==> src/rtl/y86_pkg.sv <==
// Y86-64 instruction codes and PC-predictor state encoding shared by the
// fetch-side PC logic.
package y86_pkg;

   localparam logic [3:0] ICODE_HALT   = 4'h0;
   localparam logic [3:0] ICODE_NOP    = 4'h1;
   localparam logic [3:0] ICODE_RRMOVQ = 4'h2;
   localparam logic [3:0] ICODE_IRMOVQ = 4'h3;
   localparam logic [3:0] ICODE_RMMOVQ = 4'h4;
   localparam logic [3:0] ICODE_MRMOVQ = 4'h5;
   localparam logic [3:0] ICODE_OPQ    = 4'h6;
   localparam logic [3:0] ICODE_JXX    = 4'h7;
   localparam logic [3:0] ICODE_CALL   = 4'h8;
   localparam logic [3:0] ICODE_RET    = 4'h9;
   localparam logic [3:0] ICODE_PUSHQ  = 4'hA;
   localparam logic [3:0] ICODE_POPQ   = 4'hB;

   typedef enum logic {
      ST_RUN  = 1'b0,
      ST_HALT = 1'b1
   } pc_state_t;

endpackage

==> src/rtl/pc_ras.sv <==
// Return-address stack: circular buffer, push on full overwrites the oldest entry.
// Top is valid one cycle after push; pop on empty is ignored.
module pc_ras #(
   parameter int PC_W      = 11,
   parameter int RAS_DEPTH = 8
) (
   input  logic                       clk,
   input  logic                       rst_n,
   input  logic                       push_i,
   input  logic                       pop_i,
   input  logic [PC_W-1:0]            push_dat_i,
   output logic [PC_W-1:0]            top_o,
   output logic [$clog2(RAS_DEPTH):0] count_o
);

   localparam int PW = $clog2(RAS_DEPTH);
   localparam int unsigned FULL = RAS_DEPTH;

   logic [PC_W-1:0] mem_q [RAS_DEPTH];
   logic [PW-1:0]   ptr_q, ptr_d;
   logic [PW:0]     cnt_q, cnt_d;

   // ptr_q points at the next free slot; count saturates so it never wraps
   always_comb begin
      ptr_d = ptr_q;
      cnt_d = cnt_q;
      if (push_i) begin
         ptr_d = ptr_q + 1'b1;
         if (cnt_q != FULL[PW:0]) cnt_d = cnt_q + 1'b1;
      end else if (pop_i && (cnt_q != '0)) begin
         ptr_d = ptr_q - 1'b1;
         cnt_d = cnt_q - 1'b1;
      end
   end

   always_ff @(posedge clk) begin
      if (!rst_n) begin
         ptr_q <= '0;
         cnt_q <= '0;
      end else begin
         ptr_q <= ptr_d;
         cnt_q <= cnt_d;
      end
   end

   always_ff @(posedge clk) begin
      if (rst_n && push_i) mem_q[ptr_q] <= push_dat_i;
   end

   assign top_o   = mem_q[ptr_q - 1'b1];
   assign count_o = cnt_q;

endmodule

==> src/rtl/pc_predict_unit.sv <==
// Fetch PC register with next-PC prediction (fall-through, jXX/call target, RAS for ret).
// Latency 1 cycle, all outputs registered; stall holds PC/RAS, redirect overrides stall.
module pc_predict_unit
   import y86_pkg::*;
#(
   parameter int              PC_W      = 11,
   parameter int              RAS_DEPTH = 8,
   parameter logic [PC_W-1:0] RESET_PC  = '0,
   parameter int              JXX_TAKEN = 1
) (
   input  logic                       clk,
   input  logic                       rst_n,
   input  logic                       f_valid,
   input  logic [3:0]                 f_icode,
   input  logic [63:0]                f_valC,
   input  logic [PC_W-1:0]            f_valP,
   input  logic                       stall,
   input  logic                       redir_valid,
   input  logic [63:0]                redir_pc,
   output logic [PC_W-1:0]            pc,
   output logic                       halted,
   output logic                       bad_icode,
   output logic [$clog2(RAS_DEPTH):0] ras_count,
   output logic                       ras_miss
);

   pc_state_t       state_q, state_d;
   logic [PC_W-1:0] pc_q, pc_d;
   logic            bad_q, bad_d;
   logic            miss_q, miss_d;
   logic            ras_push, ras_pop;
   logic [PC_W-1:0] ras_top;

   // Upper address bits are architecturally dropped; PC space is PC_W bits
   logic unused_hi;
   assign unused_hi = ^{f_valC[63:PC_W], redir_pc[63:PC_W]};

   always_comb begin
      state_d  = state_q;
      pc_d     = pc_q;
      bad_d    = bad_q;
      miss_d   = 1'b0;
      ras_push = 1'b0;
      ras_pop  = 1'b0;
      if (redir_valid) begin
         pc_d    = redir_pc[PC_W-1:0];
         state_d = ST_RUN;
      end else if (!stall && f_valid && (state_q == ST_RUN)) begin
         case (f_icode)
            ICODE_NOP, ICODE_RRMOVQ, ICODE_IRMOVQ, ICODE_RMMOVQ,
            ICODE_MRMOVQ, ICODE_OPQ, ICODE_PUSHQ, ICODE_POPQ: pc_d = f_valP;
            ICODE_JXX:  pc_d = (JXX_TAKEN != 0) ? f_valC[PC_W-1:0] : f_valP;
            ICODE_CALL: begin
               pc_d     = f_valC[PC_W-1:0];
               ras_push = 1'b1;
            end
            ICODE_RET: begin
               if (ras_count == '0) begin
                  pc_d   = f_valP;
                  miss_d = 1'b1;
               end else begin
                  pc_d    = ras_top;
                  ras_pop = 1'b1;
               end
            end
            ICODE_HALT: state_d = ST_HALT;
            default: begin
               state_d = ST_HALT;
               bad_d   = 1'b1;
            end
         endcase
      end
   end

   always_ff @(posedge clk) begin
      if (!rst_n) begin
         state_q <= ST_RUN;
         pc_q    <= RESET_PC;
         bad_q   <= 1'b0;
         miss_q  <= 1'b0;
      end else begin
         state_q <= state_d;
         pc_q    <= pc_d;
         bad_q   <= bad_d;
         miss_q  <= miss_d;
      end
   end

   pc_ras #(
      .PC_W      (PC_W),
      .RAS_DEPTH (RAS_DEPTH)
   ) u_ras (
      .clk        (clk),
      .rst_n      (rst_n),
      .push_i     (ras_push),
      .pop_i      (ras_pop),
      .push_dat_i (f_valP),
      .top_o      (ras_top),
      .count_o    (ras_count)
   );

   assign pc        = pc_q;
   assign halted    = (state_q == ST_HALT);
   assign bad_icode = bad_q;
   assign ras_miss  = miss_q;

endmodule

==> config.mk <==
export PLATFORM = sky130hd
export DESIGN_NAME = pc_predict_unit
export DESIGN_NICKNAME = d
export VERILOG_FILES = /design/src/rtl/y86_pkg.sv /design/src/rtl/pc_ras.sv /design/src/rtl/pc_predict_unit.sv
export SDC_FILE = /design/constraint.sdc
export NUM_CORES = 1
export LEC_CHECK = 0
export BUFFER_PORTS_ARGS = -buffer_cell sky130_fd_sc_hd__buf_2
export CORE_UTILIZATION = 32
export CTS_CLUSTER_DIAMETER = 40
export CTS_CLUSTER_SIZE = 28
export DETAILED_ROUTE_END_ITERATION = 10
export GPL_TIMING_DRIVEN = 0
export PLACE_DENSITY_LB_ADDON = 0.15
export SETUP_SLACK_MARGIN = 0.5
export SLEW_MARGIN = 40
export SYNTH_ARGS = -nofsm -noshare
export SYNTH_HDL_FRONTEND = slang
export SYNTH_SLANG_ARGS = --single-unit
==> constraint.sdc <==
create_clock -name clk -period 2.5 [get_ports clk]
set_input_delay 0 -clock clk [delete_from_list [all_inputs] [get_ports clk]]
set_output_delay 0 -clock clk [all_outputs]
set_load 0.1 [all_outputs]
======== Word level (Yosys, flattened, before mapping) ========
Memories as Yosys holds them, arrays and structs flattened.
Cells that the tools add are included.
Widths: inputs -> output; s select.
word-level totals
  register bits ........................... 21
  RAM bits ................................ 88
  memories kept ........................... 1
  input port bits ......................... 148
  output and inout bits ................... 18
memory list
  memory       depth  width  rd ports  clocked after memory_dff  write ports  line          source
  u_ras.mem_q  8      11     1         0                         1            pc_ras.sv:19  logic [PC_W-1:0] mem_q [RAS_DEPTH];
cells by class
  eq/ne operators ......................... 13
  reductions and logical operators ........ 21
  muxes and demuxes ....................... 19
  add/subtract/negate cells ............... 4
  bitwise gates (word level) .............. 7
operator list
  kind                 count
  $mux 11              3
  $pmux 11 s3          1
  $eq 4x3->1 const B   4
  $eq 4x4->1 const B   4
  $mux 4               3
  $reduce_or 12->1     1
  $reduce_or 11->1     1
  $mux 1               10
  $eq 4x2->1 const B   2
  $logic_not 4->1      2
  $reduce_bool 4->1    2
  $reduce_or 8->1      1
  $not 1->1            7
  $mux 3               2
  $reduce_and 2->1     3
  $add 4x1->4 const B  1
  $eq 4x1->1 const B   1
  $logic_and 1x1->1    4
  $ne 4x4->1 const B   1
  $reduce_bool 2->1    2
  $reduce_or 2->1      2
  $reduce_or 4->1      1
  $sub 4x1->4 const B  1
  $add 3x1->3 const B  1
  other kinds (4)      4

======== Logic depth before layout (Yosys ltp) ========
  depth after elaboration ................. 8
  gate-level depth with buffers ........... 8
  depth with buffers taken out ............ 7

======== Modules after synthesis ========
Synthesis repeated with hierarchy kept, for this count alone.
second synthesis, totals
  cell total of the unflattened synthesis .. 296
  area total of the unflattened synthesis .. 4689.5 um2
modules (own cells, without submodules)
  module           area an instance (um2)  times used  cells each
  pc_ras           3890.0                  1           193
  pc_predict_unit  799.5                   1           103

======== Worst setup path after synthesis ========
OpenSTA, ideal clock, no wires.
  path kind ............................... register to register
  start point ............................. register state_q (netlist: halted)
  end point ............................... memory u_ras.mem_q[1][0], enable pin
  path slack .............................. -0.250 ns
  setup time .............................. 0.393 ns
  arrival ................................. 2.357 ns
  cell stages (with the launch flop) ...... 4
  path through ............................ dfxtp_1 > nor4b_4 > nand4_1 > nor3_1
between the ends
  longest elaborated chain between the ends .. 7
ends and longest elaborated chain
  element                       line                   source
  from (decl)                   pc_predict_unit.sv:27  pc_state_t state_q, state_d;
  from (signal assigned)        pc_predict_unit.sv:82  state_q <= state_d;
  $not 1->1                     pc_predict_unit.sv:48  end else if (!stall && f_valid && (state_q == ST_RUN)) begin
  $logic_and 1x1->1             pc_predict_unit.sv:48
  $mux 1                        pc_predict_unit.sv:48
  $mux 1                        pc_predict_unit.sv:45  if (redir_valid) begin
  $logic_and 1x1->1             pc_ras.sv:47           if (rst_n && push_i) mem_q[ptr_q] <= push_dat_i;
  $mux 1                        pc_ras.sv:47
  $mux 1 (implied by the code)  pc_ras.sv:47
  to (decl)                     pc_ras.sv:19
Every way passes these cells.

======== Final worst setup path ========
  start point ............................. register u_ras.ptr_q[1]
  end point ............................... register pc_q[4] (netlist: pc[4])
between the ends
  longest elaborated chain between the ends .. 6
ends and longest elaborated chain
  element                 line                   source
  from (decl)             pc_ras.sv:20           logic [PW-1:0] ptr_q, ptr_d;
  from (signal assigned)  pc_ras.sv:41           ptr_q <= ptr_d;
  $sub 3x1->3             pc_ras.sv:50           assign top_o = mem_q[ptr_q - 1'b1];
  $mem_v2 8x11            n/a
  $mux 11                 pc_predict_unit.sv:58  if (ras_count == '0) begin
  $pmux 11 s3             pc_predict_unit.sv:49  case (f_icode)
  $mux 11                 pc_predict_unit.sv:48
  $mux 11                 pc_predict_unit.sv:45
  to (signal assigned)    pc_predict_unit.sv:83  pc_q <= pc_d;
  to (decl)               pc_predict_unit.sv:28  logic [PC_W-1:0] pc_q, pc_d;
Every way passes these cells. The select of a mux whose other input is x is not followed.
A chain may end at the register's enable or synchronous reset.

==> summary.md <==
| Metric | Value |
|---|---|
| Final worst clock skew | `0.00793 ns` |
| Remaining global-route overflow | `0` |
| Total standard cell area after synthesis | `4690 um^2` |
| Critical path class | `flip-flop to flip-flop` |
| Worst hold slack across all endpoints | `0.0250 ns` |
| Switching Power | `0.884 mW` |
| Logic pwr share | `8.9%` |
| Number of antenna repair diodes | `0` |
| Number of top-level design ports | `166` |
| Total global routing track utilization | `16.7%` |
| Most used cells in the layout excluding fill and tap cells | `sky130_fd_sc_hd__edfxtp_1, sky130_fd_sc_hd__buf_2, sky130_fd_sc_hd__mux2i_1, sky130_fd_sc_hd__dlygate4sd3_1` |
| Count of distinct cell types in the synthesized netlist | `43` |
| Final-report max-slew violation count | `0` |
| Worst hold path cell count | `4` |
| Share of synthesized area occupied by flip-flops and latches | `65.3%` |
| Maximum number of pins on one net before global-route repair | `19` |
| Max-cap violations | `0` |
| Max-slew headroom at the worst pin | `55.5%` |
| Routed vias | `3264` |
| Leak pwr | `2.18 nW` |
| Nature of the critical path startpoint | `flip-flop` |
| Most frequent standard cell in the layout excluding fill and tap cells | `sky130_fd_sc_hd__edfxtp_1` |
| Area occupied by registers | `3080 um^2` |
| Detail Route Antenna Nets | `0` |
| Largest cells by area after synthesis | `sky130_fd_sc_hd__edfxtp_1, sky130_fd_sc_hd__dfxtp_1, sky130_fd_sc_hd__mux2i_1` |
| Part of the power in the clock network | `36.9%` |
| Routed WL per cell | `18.6 um` |
| Hold crit path type | `input port to flip-flop` |
| Critical Path Slowest Stage Cell | `sky130_fd_sc_hd__a2111oi_1` |
| Number of rows created at floorplan | `43` |
| CTS Sinks | `109` |
| Combined area of the multi-input logic cells | `1910 um^2` |
| Power Total | `3.64 mW` |
| Count of non-filler cells in the finished layout | `640` |
| Count of buffers inserted at the top-level ports | `59` |
| Worst R2R Setup Slack | `0.55 ns` |
| Startpoint of the lowest-slack hold path | `f_valC[4]` |
| Number of synthesized flops with an enable pin | `88` |
| Clock Path Buffers | `2` |
| Combined buffer and inverter count along the critical path | `2` |
| Number of fillers in the final layout | `1265` |
| Latest clock arrival within the worst-skew pair | `0.35 ns` |
| RSZ-0062 raised after global routing | `true` |
| Achievable clock frequency | `512 MHz` |
| Data required, critical path | `2.74 ns` |
| Worst flop-to-flop path startpoint | `u_ras.ptr_q[1]$_SDFFE_PN0P_` |
| Share of post-route cells with drive strength above 1 | `37.6%` |
| Peak fanout along the critical path | `10` |
| Average vias per placed instance | `5.10` |
| CTS H-Tree Depth | `3` |
| P&R area growth vs syn | `38.2%` |
| Yosys Warn Count | `0` |
| Vertical die dimension | `123 um` |
| Root cell of the clock tree | `sky130_fd_sc_hd__clkbuf_16` |
| Die footprint | `15200 um^2` |
| Switching share of total power | `24.3%` |
| Post-route minimum period | `1.95 ns` |
| CTS clk-pin slew, worst paths | `0.07 ns` |
| Sort of element at the end of the critical path | `flip-flop` |
| Arr. time, crit path | `2.19 ns` |
| Portion of total power attributed to sequential cells | `54.3%` |
| Fraction of the cycle the final worst path needs | `78.1%` |
| Placed Cells incl. Taps | `579` |
| Number of buffers created by CTS | `9` |
| Wire length reported by the detailed router | `11900 um` |
| Worst hold endpoint | `pc[4]$_SDFFE_PN0P_` |
| Antenna violations before repair | `0` |
| VDD IR max | `0.000336 V` |
| Gate Count Post-Synth | `340` |
| Cell type with the highest aggregate area in the netlist | `sky130_fd_sc_hd__edfxtp_1` |
| HPWL after detailed placement | `7660 um` |
| First-pass GRT wire length | `18000 um` |
| Setup violations, final | `0` |
| Actual transition at the worst max-transition pin | `0.665 ns` |
| Die Wd | `123 um` |
| Crit path largest cell delay | `0.46 ns` |
| Count of final hold-check violations | `0` |
| Worst path cell trace | `inv_2 > ha_2 > xnor2_2 > clkbuf_8 > a2111oi_1 > a211oi_2 > a21oi_1 > o21ai_1` |
| Endpoint of the worst-slack reg-to-reg timing path | `pc[4]$_SDFFE_PN0P_` |
| Starting density of the core | `33.3%` |
| Run status | `finished, final reports clean` |
| Worst Reg-to-Reg Cells | `8` |
| First-pass detailed-route iteration total | `4` |
| Share of the synthesized area in the top cell type | `56.3%` |
| Crit path depth | `8` |
| Final weighted congestion of routability-driven global placement | `0.712` |
| Net count of the mapped netlist | `492` |
| CTS tree | `yes` |
| Internal power consumption | `2.75 mW` |
| Most frequently used flop master after synthesis | `sky130_fd_sc_hd__edfxtp_1` |
| Synth Register Bits | `109` |
| Number of design rule violations left after detail routing | `0` |
| Asr flop ratio synth | `0%` |
| Setup TNS | `0 ns` |
| Via count of the first global-routing pass | `3235` |
| Power per cell area | `561 nW/um^2` |
| Average cell area after synthesis | `13.8 um^2` |
| Number of nets in the layout | `607` |
| Delay-heaviest family, CP | `compound AO/OA/AOI/OAI gates` |
| Core box area | `14100 um^2` |
| Violation count after the first detailed-route iteration | `187` |
[flip-flops by register name (all words and copies together), names as in the netlist]
signal	cells
ras_miss	1
u_ras.count_o	4
u_ras.mem_q	88
pc	11
bad_icode	1
halted	1
u_ras.ptr_q	3
[worst min-delay path: stages]
cell and delay (ns):
sky130_fd_sc_hd__buf_2 0.08, sky130_fd_sc_hd__a221o_1 0.12, sky130_fd_sc_hd__a21oi_1 0.04, sky130_fd_sc_hd__o21ai_1 0.10
[worst max path at each step]
stage                                    to                         from  slack, ns
2_1_floorplan   u_ras.mem_q[1][0]$_DFFE_PP_          halted$_SDFFE_PP0P_       0.27
3_3_place_gp             pc[6]$_SDFFE_PN0P_  u_ras.ptr_q[0]$_SDFFE_PN0P_      -0.11
3_5_place_dp             pc[9]$_SDFFE_PN0P_  u_ras.ptr_q[0]$_SDFFE_PN0P_      -0.15
4_1_cts                  pc[9]$_SDFFE_PN0P_  u_ras.ptr_q[1]$_SDFFE_PN0P_       0.45
5_1_grt        u_ras.mem_q[0][10]$_DFFE_PP_          halted$_SDFFE_PP0P_       0.48
6_report                 pc[4]$_SDFFE_PN0P_  u_ras.ptr_q[1]$_SDFFE_PN0P_       0.55
[metrics by stage]
| stage | util, % | instance area (um^2) | worst slack (ns) |
|---|---|---|---|
| global placement | 37.6 | 5300 | -0.107 |
| floorplan | - | 4780 | 0.269 |
| CTS | 44.4 | 6260 | 0.452 |
| finish | 46.0 | 6480 | 0.548 |
| global route | 46.0 | 6480 | 0.482 |
| detailed placement | 37.6 | 5300 | -0.150 |
[layout make-up]
class	count	area share [%]
Timing Repair Buffer	104	12.3
Clock buffer	9	3.47
Tap cell	180	3.47
Clock inverter	7	0.733
Inverter	4	0.270
Buffer	19	2.88
Sequential cell	109	47.5
Multi-Input combinational cell	208	29.4
[per-layer routing]
layer / track usage, % / up-vias / wire length [um]
li1: - / 1566 / -
met2: 25.7 / 92 / 5390
met3: 3.60 / 18 / 643
met4: 8.13 / 0 / 260
met5: 0 / - / 0
met1: 22.4 / 1588 / 5630
[cells by family (layout without fill, tap and decap cells)]
group / after synthesis / in the layout / synth area share [%]
flops: 109 / 109 / 65.3
compound gates: 94 / 94 / 14.3
buf+inv: 23 / 143 / 2.11
xor+xnor: 6 / 6 / 1.12
fa+ha+maj: 4 / 4 / 1.07
mux: 35 / 35 / 7.47
simple gates: 69 / 69 / 8.67
[synthesized netlist by cell type, types with 2 or more instances]
library cell / instances
sky130_fd_sc_hd__edfxtp_1: 88
sky130_fd_sc_hd__clkbuf_1: 11
sky130_fd_sc_hd__a21oi_1: 12
sky130_fd_sc_hd__a31oi_1: 2
sky130_fd_sc_hd__a221o_1: 11
sky130_fd_sc_hd__and2_1: 3
sky130_fd_sc_hd__and4b_1: 2
sky130_fd_sc_hd__a2111oi_0: 11
sky130_fd_sc_hd__nor2_1: 17
sky130_fd_sc_hd__nor3_1: 3
sky130_fd_sc_hd__o21ai_1: 10
sky130_fd_sc_hd__xor2_1: 4
sky130_fd_sc_hd__inv_1: 4
sky130_fd_sc_hd__a211oi_1: 11
sky130_fd_sc_hd__xnor2_1: 2
sky130_fd_sc_hd__mux2i_1: 35
sky130_fd_sc_hd__nor4b_4: 2
sky130_fd_sc_hd__nand2b_1: 4
sky130_fd_sc_hd__nor2b_1: 11
sky130_fd_sc_hd__a211oi_2: 2
sky130_fd_sc_hd__ha_1: 4
sky130_fd_sc_hd__dfxtp_1: 21
sky130_fd_sc_hd__o21ai_0: 16
sky130_fd_sc_hd__a22oi_1: 12
sky130_fd_sc_hd__nand2_1: 16
sky130_fd_sc_hd__buf_2: 7
sky130_fd_sc_hd__nand3_1: 2
sky130_fd_sc_hd__nand4_1: 2
[power by group through the flow]
stage	clock network, mW	logic [mW]	registers, mW
6_report	1.34	0.322	1.97
5_1_grt	1.44	0.345	1.98
4_1_cts	1.38	0.318	1.97
3_5_place_dp	0	0.275	2.02
3_3_place_gp	0	0.271	2.02
2_1_floorplan	0	0.0664	2.12
[repair_timing]
| action | CTS | global route |
|---|---|---|
| pin swaps | 16 | 6 |
| resized for setup | 65 | 38 |
| cloned | 0 | 1 |
| endpoints found under the setup margin | 101 | 22 |
| setup buffers | 13 | 3 |
| hold buffers | 28 | 0 |
| hold endpoints to repair | 96 | 0 |
No activity file was read; power rests on OpenSTA's default activity.
